File: src/rtl/seq_divider.sv
// seq_divider: unsigned restoring divider, one quotient bit per clock.
// Ports: clk/rst, start+dividend/divisor in; quotient/remainder/busy/done/div_by_zero out.
module seq_divider #(
  parameter int N_WIDTH = 48,
  parameter int D_WIDTH = 18
) (
  input  logic               clk,
  input  logic               rst,
  input  logic               start,
  input  logic [N_WIDTH-1:0] dividend,
  input  logic [D_WIDTH-1:0] divisor,
  output logic [N_WIDTH-1:0] quotient,
  output logic [D_WIDTH-1:0] remainder,
  output logic               busy,
  output logic               done,
  output logic               div_by_zero
);

  localparam int CW = $clog2(N_WIDTH + 1);

  typedef enum logic [1:0] {
    IDLE,
    CALC,
    DONE
  } state_t;

  state_t             state_q;
  logic [N_WIDTH-1:0] q_q;
  logic [N_WIDTH-1:0] q_d;
  logic [D_WIDTH:0]   r_q;
  logic [D_WIDTH:0]   r_d;
  logic [D_WIDTH-1:0] dv_q;
  logic [CW-1:0]      cnt_q;
  logic [CW-1:0]      cnt_d;
  logic [N_WIDTH-1:0] quot_q;
  logic [D_WIDTH-1:0] rem_q;
  logic               busy_q;
  logic               done_q;
  logic               dbz_q;

  logic [D_WIDTH:0]   t;
  logic               ge;

  // One restoring step: shift in the next dividend bit, subtract if it fits.
  always_comb begin
    t     = {r_q[D_WIDTH-1:0], q_q[N_WIDTH-1]};
    ge    = (t >= {1'b0, dv_q});
    r_d   = ge ? (t - {1'b0, dv_q}) : t;
    q_d   = {q_q[N_WIDTH-2:0], ge};
    cnt_d = cnt_q - 1'b1;
  end

  always_ff @(posedge clk) begin
    if (rst) begin
      state_q <= IDLE;
      q_q     <= '0;
      r_q     <= '0;
      dv_q    <= '0;
      cnt_q   <= '0;
      quot_q  <= '0;
      rem_q   <= '0;
      busy_q  <= 1'b0;
      done_q  <= 1'b0;
      dbz_q   <= 1'b0;
    end else begin
      unique case (state_q)
        IDLE: begin
          if (start) begin
            busy_q <= 1'b1;
            if (divisor == '0) begin
              quot_q  <= '1;
              rem_q   <= '0;
              dbz_q   <= 1'b1;
              done_q  <= 1'b1;
              state_q <= DONE;
            end else begin
              q_q     <= dividend;
              dv_q    <= divisor;
              r_q     <= '0;
              cnt_q   <= CW'(N_WIDTH);
              dbz_q   <= 1'b0;
              state_q <= CALC;
            end
          end
        end
        CALC: begin
          q_q   <= q_d;
          r_q   <= r_d;
          cnt_q <= cnt_d;
          if (cnt_d == '0) begin
            quot_q  <= q_d;
            rem_q   <= r_d[D_WIDTH-1:0];
            done_q  <= 1'b1;
            state_q <= DONE;
          end
        end
        DONE: begin
          done_q  <= 1'b0;
          busy_q  <= 1'b0;
          state_q <= IDLE;
        end
        default: state_q <= IDLE;
      endcase
    end
  end

  assign quotient    = quot_q;
  assign remainder   = rem_q;
  assign busy        = busy_q;
  assign done        = done_q;
  assign div_by_zero = dbz_q;

endmodule

File: config.mk
export PLATFORM = sky130hd
export DESIGN_NAME = seq_divider
export DESIGN_NICKNAME = d
export VERILOG_FILES = /design/src/rtl/seq_divider.sv
export SDC_FILE = /design/constraint.sdc
export NUM_CORES = 1
export LEC_CHECK = 0
export CAP_MARGIN = 0
export CORE_AREA = 4 4 147 149
export CTS_BUF_LIST = sky130_fd_sc_hd__clkbuf_16
export DETAILED_ROUTE_END_ITERATION = 8
export DIE_AREA = 0 0 151 153
export GPL_TIMING_DRIVEN = 0
export PLACE_DENSITY = 0.65
export SLEW_MARGIN = 20
export SYNTH_ARGS = -nofsm -noshare
export SYNTH_HDL_FRONTEND = slang
export SYNTH_SLANG_ARGS = --single-unit
File: constraint.sdc
create_clock -name clk -period 3.5 [get_ports clk]
set_input_delay 0.7 -clock clk [delete_from_list [all_inputs] [get_ports clk]]
set_output_delay 0.7 -clock clk [all_outputs]
set_load 0.03 [all_outputs]
After elaboration in Yosys (flattened, before gate mapping)
Cells that the tools add are included.
{"block": "word_totals", "reg_bits": 161, "inputBits": 69, "out_inout_bits": 69, "word_cells": 62}
{"block": "classes", "addsub": 2, "order_cmp": 1, "n_eq_ne": 6, "mux": 29, "bitwise_logic": 1, "n_reduce_logical": 13}
{"cell": "2-to-1 mux 48 bit", "count": 5}
{"cell": "one-hot mux 48 bit (2 select lines)", "count": 2}
{"cell": "2-to-1 mux 18 bit", "count": 6}
{"cell": "one-hot mux 18 bit (2 select lines)", "count": 2}
{"cell": ">= comparator 19 x 18 -> 1 bit", "count": 1}
{"cell": "logical NOT 18 bit", "count": 1}
{"cell": "subtractor 18 bit", "count": 1}
{"cell": "2-to-1 mux 6 bit", "count": 2}
{"cell": "one-hot mux 6 bit (2 select lines)", "count": 1}
{"cell": "inequality test 2 bit, second input constant", "count": 4}
{"cell": "AND reduction 4 bit", "count": 2}
{"cell": "logical NOT 6 bit", "count": 1}
{"cell": "2-to-1 mux 2 bit", "count": 3}
{"cell": "AND reduction 2 bit", "count": 3}
{"cell": "AND reduction 3 bit", "count": 2}
{"cell": "subtractor 6 x 1 -> 6 bit, second input constant", "count": 1}
{"cell": "2-to-1 mux 1 bit", "count": 5}
{"cell": "one-hot mux 2 bit (2 select lines)", "count": 1}
{"cell": "nonzero test 2 bit", "count": 2}
{"cell": "one-hot mux 1 bit (3 select lines)", "count": 1}
{"cell": "nonzero test 3 bit", "count": 1}
{"cell": "== test 2 x 1 -> 1 bit, second input constant", "count": 1}
{"cell": "== test 2 bit, second input constant", "count": 1}
{"cell": "logical NOT 2 bit", "count": 1}
{"cell": "other kinds (2)", "count": 2}

Longest topological paths before layout
Gate-level depths: netlist of the first run.
{"block": "depth", "word_depth": 4, "mapped_depth": 12, "mapped_depth_nobuf": 11}

Worst setup path before layout of the first run
OpenSTA, ideal clock, no wires.
{"block": "synth_path", "kind": "reg2reg", "start": "reg q_q[47]", "end": "reg r_q[12]", "setup_time_ps": 117, "arrival_ps": 2343, "t_required_ps": 3383, "setup_slack_ps": 1040, "path_stages_with_launch": 12, "path_buffers": 0, "period_less_slack_ps": 2460, "cell_sequence": "dfxtp_1 > inv_1 > ha_1 > inv_1 > fa_1 > a21o_1 > a221oi_2 > o21ai_1 > a21oi_1 > xnor2_1 > mux2_2 > a22o_1"}
{"block": "synth_via", "elab_chain_cells": 3, "word_cells_on_any_way": 4, "classes_between": "add/sub (1); order compare (1); mux (2)"}
{"item": "start, declared", "line": "28", "text": "logic [N_WIDTH-1:0] q_q;"}
{"item": "start signal, assigned", "line": "77", "text": "q_q <= dividend;"}
{"item": "start signal, assigned", "line": "87", "text": "q_q <= q_d;"}
{"item": "subtractor 18 bit or >= comparator 19 x 18 -> 1 bit (tied branches)", "line": "48, 47"}
{"item": "2-to-1 mux 18 bit (*)", "line": "48", "text": "r_d = ge ? (t - {1'b0, dv_q}) : t;"}
{"item": "one-hot mux 18 bit (2 select lines) (*)", "line": "66", "text": "unique case (state_q)"}
{"item": "end signal, assigned", "line": "88", "text": "r_q <= r_d;"}
{"item": "end, declared", "line": "30", "text": "logic [D_WIDTH:0] r_q;"}
Every way passes the cells marked *; elsewhere a longest branch is shown, timed or not.
A chain may end at the register's enable or synchronous reset.

Worst setup path in the final report of the first run
{"block": "layout_path", "start": "reg q_q[47]", "end": "reg r_q[16]"}
Same word-level chain as after synthesis.

==> summary by stage, run 1 <==
Routing
The total wirelength of the detailed-routed design is between 20,000 and 25,000 microns. In the routed design, unresolved DRC markers number 0. The number of iterations in the first detailed-routing pass is 5. The detailed-route wire length per cell is 16.8 microns.

Once detail routing completed, the nets flagged for antenna violations numbered 0. The first-iteration detailed-routing DRC count is slightly above 400. Dividing the detail-routed via count by the number of cells gives around 5.2. The routed layout has roughly 6,500 vias.

Run status
The flow ran to the end, and the final reports show no timing, DRC or antenna violations.

Worst setup path
The endpoint class of the critical path is a register. The total stage count of the critical path is 11. The critical path goes through inv_1, ha_1, inv_1, fa_1, a21o_1, a221oi_2, o21ai_1, a2111oi_0, nor3_1, mux2i_1, o21ai_0. The most prevalent standard cell on the critical path is sky130_fd_sc_hd__inv_1.

The data required time of the critical path is about 3800 ps. The arrival time of the worst setup path is roughly 3400 ps. The critical path in this run is classified as reg2reg.

The slowest stage of the critical path is the sky130_fd_sc_hd__a2111oi_0 cell. The worst reg2reg path depth is 11. Together, buffers and inverters on the worst path number 2. The type of origin of the critical path is a register. In this run the worst path has a maximum fanout of 6.

The family of cells with the greatest summed delay on the critical path is compound AO/OA/AOI/OAI gates. The highest cell delay on the worst timing path is 480 ps.

Power
The proportion of total power due to net switching is 38.8%. The clock power share is between 20% and 30%. In this run, the combinational gates consume ~44% of the power. For this design the static power due to leakage is about 3.7 nW. The total design power is approximately 0.0069 W. For this design the total switching power over the nets is roughly 0.0027 W. The internal power of the cells totals around 0.0042 W. IR analysis of the VDD net gives a maximum drop of between 400 and 500 uV. Registers are responsible for between 30% and 40% of the overall power. Power spread over the standard cell area amounts to ~730 nW/um^2.

Global route
The pin count of the biggest net entering global routing is 17. The number of antenna violations at the first check in global routing came to 0. Summed over all layers, the global routing overflow is 0. The first global-routing pass estimated 33,100 microns of wire.

Across every metal layer, demand over resource in global routing totals between 10% and 20%. The number of global-route vias before repair came to roughly 6,100.

Logic synthesis
The average footprint of a synthesized cell is approximately 8.9 sq um. The cell count after synthesis is between 800 and 900. After synthesis the cells add up to 7200 sq um. The number of different library cells used by synthesis comes to 58. The number of flops mapped to enable cells by yosys is 0. The top-area cell type share of the netlist area is 44.8%.

Ranked by instance count, the synthesized netlist is headed by sky130_fd_sc_hd__dfxtp_1 (161), sky130_fd_sc_hd__nand2_1 (141), sky130_fd_sc_hd__nor2_1 (93). After synthesis, flip-flops and latches occupy 44.8% of the total area. The flop and latch count out of synthesis is 161. Yosys printed 0 warnings. The number of nets in the synthesized netlist is about 900. The proportion of register bits with asynchronous set or reset after synthesis is 0%. In the synthesized netlist the dominant register cell turns out to be sky130_fd_sc_hd__dfxtp_1. In the post-synthesis netlist, the biggest area contributors are sky130_fd_sc_hd__dfxtp_1 (45%), sky130_fd_sc_hd__nand2_1 (7.4%), sky130_fd_sc_hd__o221a_2 (6.1%). The most frequently used cell type in the post-synthesis netlist is sky130_fd_sc_hd__dfxtp_1.

The biggest area contributor in the post-synthesis netlist is sky130_fd_sc_hd__dfxtp_1.

Placement
The sum of net half-perimeters after detailed placement is roughly 16,000 microns. The placed instances occupy a cell area of 8900 sq um. The congestion estimate from routability-driven global placement came to between 0.8 and 0.9. Buffers placed on the I/O ports in this run total about 140.

CTS
For this design, the CTS-stage hold fixing added 0 buffers. The post-CTS setup buffer count is 0. The clock tree buffer depth is 2. The H-tree depth is 4.

TritonCTS built the clock tree. After clock tree synthesis, the repair step resized 0 gates. The clock buffer count from CTS is 17. The root buffer cell is sky130_fd_sc_hd__clkbuf_16. The clock latency on the worst-skew pair is about 420 ps. The clock drives about 160 sinks. The clock input transition at the sequential cells of the worst setup and hold paths is roughly 60 ps.

Die
The placeable core region is a little over 20,000 sq um. The full die area is roughly 23,000 sq um. The number of placed I/O pins is between 100 and 150. For this configuration, the core starts out at a cell density of 35.7%. The y dimension of the die is about 150 microns. The chip width is 151 microns. The placement row count is 52.

Finish
The layout overhead on the synthesized area is 31.2%. Cells with a size suffix above 1 make up a little over a tenth of the layout. The repair_antennas step left the layout with diodes totalling 0. After filler insertion, the fill cell instance count of the layout stands at about 2,000. The layout net count is 1,054. The post-route standard cell area excluding fillers is roughly 9400 sq um.

Timing
Setup violations remaining at the end of the flow were counted as 0. The fmax is roughly 320 MHz. Summed over all failing endpoints, the final setup total negative slack is 0 ps.

The clock period could shrink to roughly 3100 ps. In the finished design, the share of the clock period the worst path needs comes to 89.4%. Setup repair after global routing left no endpoint under its margin. For the pin with the worst max-slew slack, the measured transition is roughly 900 ps.

In this run the tightest slew margin relative to its limit is between 30% and 40%. The count of final max-slew check failures was 0. The final hold violation count is 0. The clock arrives with around 11 ps of skew.

Min path
The type of the tightest min-delay check is reg2reg. The worst hold path was traced through 2 stages.

Run
The number of maximum-capacitance violations is 0.
## worst register-to-register path, stage by stage, from the launching register on
cell	delay, ps
sky130_fd_sc_hd__dfxtp_1	310
sky130_fd_sc_hd__inv_1	80
sky130_fd_sc_hd__ha_1	170
sky130_fd_sc_hd__inv_1	50
sky130_fd_sc_hd__fa_1	400
sky130_fd_sc_hd__a21o_1	230
sky130_fd_sc_hd__a221oi_2	450
sky130_fd_sc_hd__o21ai_1	200
sky130_fd_sc_hd__a2111oi_0	480
sky130_fd_sc_hd__nor3_1	110
sky130_fd_sc_hd__mux2i_1	350
sky130_fd_sc_hd__o21ai_0	160
## flip-flops by register name, indices dropped and copies added, names as in the netlist
| signal | cells |
|---|---|
| remainder | 18 |
| r_q | 18 |
| done | 1 |
| q_q | 48 |
| cnt_q | 6 |
| div_by_zero | 1 |
| busy | 1 |
| quotient | 48 |
| state_q | 2 |
| dv_q | 18 |
## cell usage in the layout (no fill, tap or decap), types with 4 or more instances in the layout
| master | n |
|---|---|
| sky130_fd_sc_hd__o21ai_1 | 13 |
| sky130_fd_sc_hd__nand3_1 | 10 |
| sky130_fd_sc_hd__a31oi_1 | 4 |
| sky130_fd_sc_hd__clkinv_4 | 4 |
| sky130_fd_sc_hd__nor4_1 | 4 |
| sky130_fd_sc_hd__clkbuf_1 | 39 |
| sky130_fd_sc_hd__mux2i_1 | 34 |
| sky130_fd_sc_hd__mux2_2 | 4 |
| sky130_fd_sc_hd__o221a_1 | 8 |
| sky130_fd_sc_hd__a22o_1 | 6 |
| sky130_fd_sc_hd__nand4_1 | 4 |
| sky130_fd_sc_hd__a21oi_1 | 29 |
| sky130_fd_sc_hd__o221a_2 | 39 |
| sky130_fd_sc_hd__dfxtp_1 | 161 |
| sky130_fd_sc_hd__ha_1 | 20 |
| sky130_fd_sc_hd__xnor2_1 | 9 |
| sky130_fd_sc_hd__a311oi_1 | 50 |
| sky130_fd_sc_hd__o211ai_1 | 5 |
| sky130_fd_sc_hd__nor3_1 | 6 |
| sky130_fd_sc_hd__nor2_1 | 93 |
| sky130_fd_sc_hd__clkdlybuf4s50_1 | 136 |
| sky130_fd_sc_hd__a21o_1 | 7 |
| sky130_fd_sc_hd__and3_1 | 6 |
| sky130_fd_sc_hd__inv_6 | 7 |
| sky130_fd_sc_hd__o21ai_0 | 26 |
| sky130_fd_sc_hd__buf_2 | 17 |
| sky130_fd_sc_hd__nand2_1 | 141 |
| sky130_fd_sc_hd__clkbuf_16 | 17 |
| sky130_fd_sc_hd__inv_1 | 25 |
## layer usage
| layer | track usage [%] | up-vias | share of wire (%) |
|---|---|---|---|
| met5 | 0 | - | 0 |
| met4 | 6.22 | 0 | 2.0 |
| met3 | 3.41 | 24 | 3.3 |
| met2 | 27.8 | 133 | 46 |
| met1 | 24.9 | 3089 | 49 |
| li1 | - | 3258 | - |
## per-stage QoR
step,instances,util (%),hold slack (ps),setup slack (ps)
6_report,1247,46.8,447,370
5_1_grt,1247,46.8,476,207
4_1_cts,1247,46.8,455,397
3_5_place_dp,1215,44.1,444,11.8
3_3_place_gp,1215,44.1,437,71.8
2_1_floorplan,809,-,439,1040
## cell families (layout without fill, tap and decap cells)
family | Yosys count | after routing | synth area share, %
fa+ha+maj | 21 | 21 | 3.75
buf+inv | 86 | 254 | 5.11
flops | 161 | 161 | 44.8
mux | 38 | 38 | 5.35
compound gates | 204 | 204 | 22.7
xor+xnor | 12 | 12 | 1.46
simple gates | 287 | 287 | 16.8
## final timing paths
path / slack, ps / to / start
min: 450 / remainder[5]$_SDFFE_PP0P_ / remainder[5]$_SDFFE_PP0P_
min reg2reg: 450 / remainder[5]$_SDFFE_PP0P_ / remainder[5]$_SDFFE_PP0P_
max: 370 / r_q[16]$_SDFFE_PP0P_ / q_q[47]$_SDFFE_PP0P_
max reg2reg: 370 / r_q[16]$_SDFFE_PP0P_ / q_q[47]$_SDFFE_PP0P_
## area by class of cell
| cell class | count | area [sq um] | share of cell area (%) |
|---|---|---|---|
| buffer | 61 | 274 | 2.90 |
| timing repair buffer | 136 | 1360 | 14.4 |
| sequential | 161 | 3220 | 34.1 |
| inverter | 25 | 93.8 | 0.994 |
| multi-input combinational | 562 | 3610 | 38.2 |
| clock inverter | 15 | 120 | 1.27 |
| clock buffer | 17 | 425 | 4.50 |
| tap | 270 | 338 | 3.58 |
## power groups by stage
stage	logic (W)	registers, W	clock network, W
floorplan	0.00230	0.00213	0
global route	0.00331	0.00214	0.00185
CTS	0.00302	0.00212	0.00178
finish	0.00305	0.00212	0.00175
global placement	0.00296	0.00216	0
detailed placement	0.00300	0.00216	0
Note: power is estimated with default switching activity, not from simulation.
==> run 2, diff against run 1 <==
- CORE_AREA: 4 4 147 149 -> 4 4 123 125
- DIE_AREA: 0 0 151 153 -> 0 0 127 129
- PLACE_DENSITY: 0.65 -> 0.86
- SKIP_CTS_REPAIR_TIMING: not set -> 1
==> summary by stage, run 2 (synthesis results as in run 1) <==
Power
The highest ir drop seen on vdd is 582 uV (was 479 uV). The leakage power total is 3.75 nW (was 3.74 nW). The power density over the cells is 747 nW/um^2 (was 733 nW/um^2).

Finish
The layout net count came to 1,054 (unchanged). Highest-count cells in the layout ignoring fill and taps: sky130_fd_sc_hd__dfxtp_1 (161), sky130_fd_sc_hd__nand2_1 (141), sky130_fd_sc_hd__clkdlybuf4s50_1 (136) (unchanged). The final cell count without fillers is 1,157 (was 1,247). The fraction of final layout cells sized beyond drive strength 1 was 10.4% (was 10.6%). The post-route standard cell area excluding fillers was 9360 sq um (was 9450 sq um). The commonest non-fill, non-tap cell in the layout is sky130_fd_sc_hd__dfxtp_1 (unchanged).

The antenna cell count was 0 (unchanged). The layout overhead on the synthesized area is 30.0% (was 31.2%).

Global route
The aggregate global routing overflow came to 0 (unchanged). The number of antenna violations at the first check in global routing was 0 (unchanged). The global router's overall resource usage is 24.8% (was 17.9%). The first-pass GRT wire length is 32,700 microns (was 33,100 microns). The pin count of the biggest net entering global routing came to 17 (unchanged). The number of global-route vias before repair is 6,438 (was 6,146).

Die
The full die area is 16,400 sq um (was 23,100 sq um). The number of placed I/O pins was 138 (unchanged). The placeable core region is 13,900 sq um (was 20,200 sq um). The starting utilization of the core area is 51.9% (was 35.7%).

The chip width is 127 microns (was 151 microns). The y dimension of the die is 129 microns (was 153 microns). The placement row count came to 43 (was 52).

Placement
The count of input and output buffers is 136 (unchanged). The placer congestion estimate was 0.928 (was 0.895). The area after detailed placement is 8790 sq um (was 8900 sq um).

The cell count after placement was 1,125 (was 1,215). The sum of net half-perimeters after detailed placement is 14,700 microns (was 15,500 microns).

Routing
The number of iterations in the first detailed-routing pass is 5 (unchanged). The detailed-route wire length per cell is 17.8 microns (was 16.8 microns). The remaining antenna violation count is 0 (unchanged). The final routed DRC violation total is 0 (unchanged). The first-iteration detailed-routing DRC count was 660 (was 407).

The mean number of vias per cell is 5.90 (was 5.22). The total wirelength of the detailed-routed design is 20,600 microns (was 20,900 microns). The vias after detailed routing is 6,821 (was 6,504).

Timing
The sum of negative setup slack is 0 ps (unchanged). The clock skew is 10.8 ps (about the same). The final hold violation count was 0 (unchanged). The transition at the pin with the smallest max-transition slack came to 807 ps (was 907 ps). The remaining max-slew budget at the tightest pin is 46.2% (was 39.6%).

The final setup violation count came to 0 (unchanged). The count of final max-slew check failures is 0 (unchanged). Unrepaired setup endpoints after global routing: false (unchanged). The share of the clock period used by the worst path after layout was 88.5% (was 89.4%). The fmax came to 323 MHz (was 320 MHz).

The final critical path time including I/O delays and setup came to 3100 ps (was 3130 ps).

CTS
The clock buffer count from CTS came to 17 (unchanged). The clock tree buffer depth is 2 (unchanged). The H-tree depth was 4 (unchanged). The clock latency on the worst-skew pair is 430 ps (was 420 ps). The clock tree from TritonCTS is done (unchanged).

The root buffer cell is sky130_fd_sc_hd__clkbuf_16 (unchanged). The clock input transition at the sequential cells of the worst setup and hold paths came to 60 ps (about the same). The number of sinks driven by the clock tree is 161 (unchanged).

Run
The number of maximum-capacitance violations is 0 (unchanged).

Worst setup path
The type of origin of the critical path is a register (unchanged). The most prevalent standard cell on the critical path is sky130_fd_sc_hd__inv_1 (unchanged). Critical-path cell list: inv_1, ha_1, inv_1, fa_1, a21o_1, a221oi_2, o21ai_1, a2111oi_0, nor3_1, mux2i_1, o21ai_0 (unchanged). The arrival time of the worst setup path is 3390 ps (was 3410 ps). The highest cell delay on the worst timing path was 510 ps (was 480 ps). The endpoint class of the critical path is a register (unchanged). The largest fanout of any net on the critical path is 6 (unchanged). The cell at the slowest stage of the critical path is sky130_fd_sc_hd__a221oi_2 (was sky130_fd_sc_hd__a2111oi_0). The data required time of the critical path is 3790 ps (was 3780 ps). The worst setup path category is reg2reg (unchanged).

Min path
The type of the tightest min-delay check is reg2reg (unchanged).

Run status
Status: finished clean (unchanged).
[run 2: cell types whose count changed in the layout (fill, tap and decap cells not counted), sizes merged]
| cell | before | now |
|---|---|---|
| clkinv | 7 | 8 |
| inv | 33 | 29 |
| bufinv | 0 | 2 |
| clkinvlp | 0 | 1 |
[run 2: path summary, 6_finish.rpt]
path	startpoint	endpoint	slack, ps	depth (start not counted)
max	q_q[47]$_SDFFE_PP0P_	r_q[16]$_SDFFE_PP0P_	400	11
min	remainder[5]$_SDFFE_PP0P_	remainder[5]$_SDFFE_PP0P_	440	2
max reg2reg	q_q[47]$_SDFFE_PP0P_	r_q[16]$_SDFFE_PP0P_	400	11
min reg2reg	remainder[5]$_SDFFE_PP0P_	remainder[5]$_SDFFE_PP0P_	440	2
[run 2: worst max-delay path, delay by kind of cell, from the launching register on]
family          cells  cell delay, ps
compound gates      5            1520
flops               1             310
fa+ha+maj           2             590
buf+inv             2             150
mux                 1             300
simple gates        1              90
[run 2: per-layer routing]
layer / global-route usage (%) / up-vias / wire [microns] / part of all wire (%)
li1: - / 3235 / - / -
met1: 33.9 / 3237 / 9070 / 44
met3: 4.32 / 50 / 1400 / 6.8
met5: 0 / - / 0 / 0
met2: 39.6 / 299 / 9600 / 47
met4: 8.83 / 0 / 478 / 2.3
[run 2: per-stage QoR]
stage	power [W]	hold WS, ps	util, %	setup slack [ps]
2_1_floorplan	0.00443	439	-	1040
3_3_place_gp	0.00511	436	63.3	140
3_5_place_dp	0.00514	443	63.3	109
4_1_cts	0.00694	451	67.4	453
5_1_grt	0.00739	471	67.4	42.9
6_report	0.00699	445	67.4	404
[run 2: power breakdown]
part | internal (W) | leakage [nW] | switching, W | total (W)
clock network | 0.00104 | 0.289 | 0.000756 | 0.00180
logic | 0.00132 | 2.15 | 0.00173 | 0.00305
registers | 0.00199 | 1.31 | 0.000144 | 0.00213
[run 2: area by class of cell]
class	count	area, sq um
Sequential cell	161	3220
Multi-Input combinational cell	562	3610
Buffer	61	274
Clock buffer	17	425
Inverter	25	93.8
Fill cell	1100	4520
Clock inverter	15	145
Tap cell	180	225
Timing Repair Buffer	136	1360
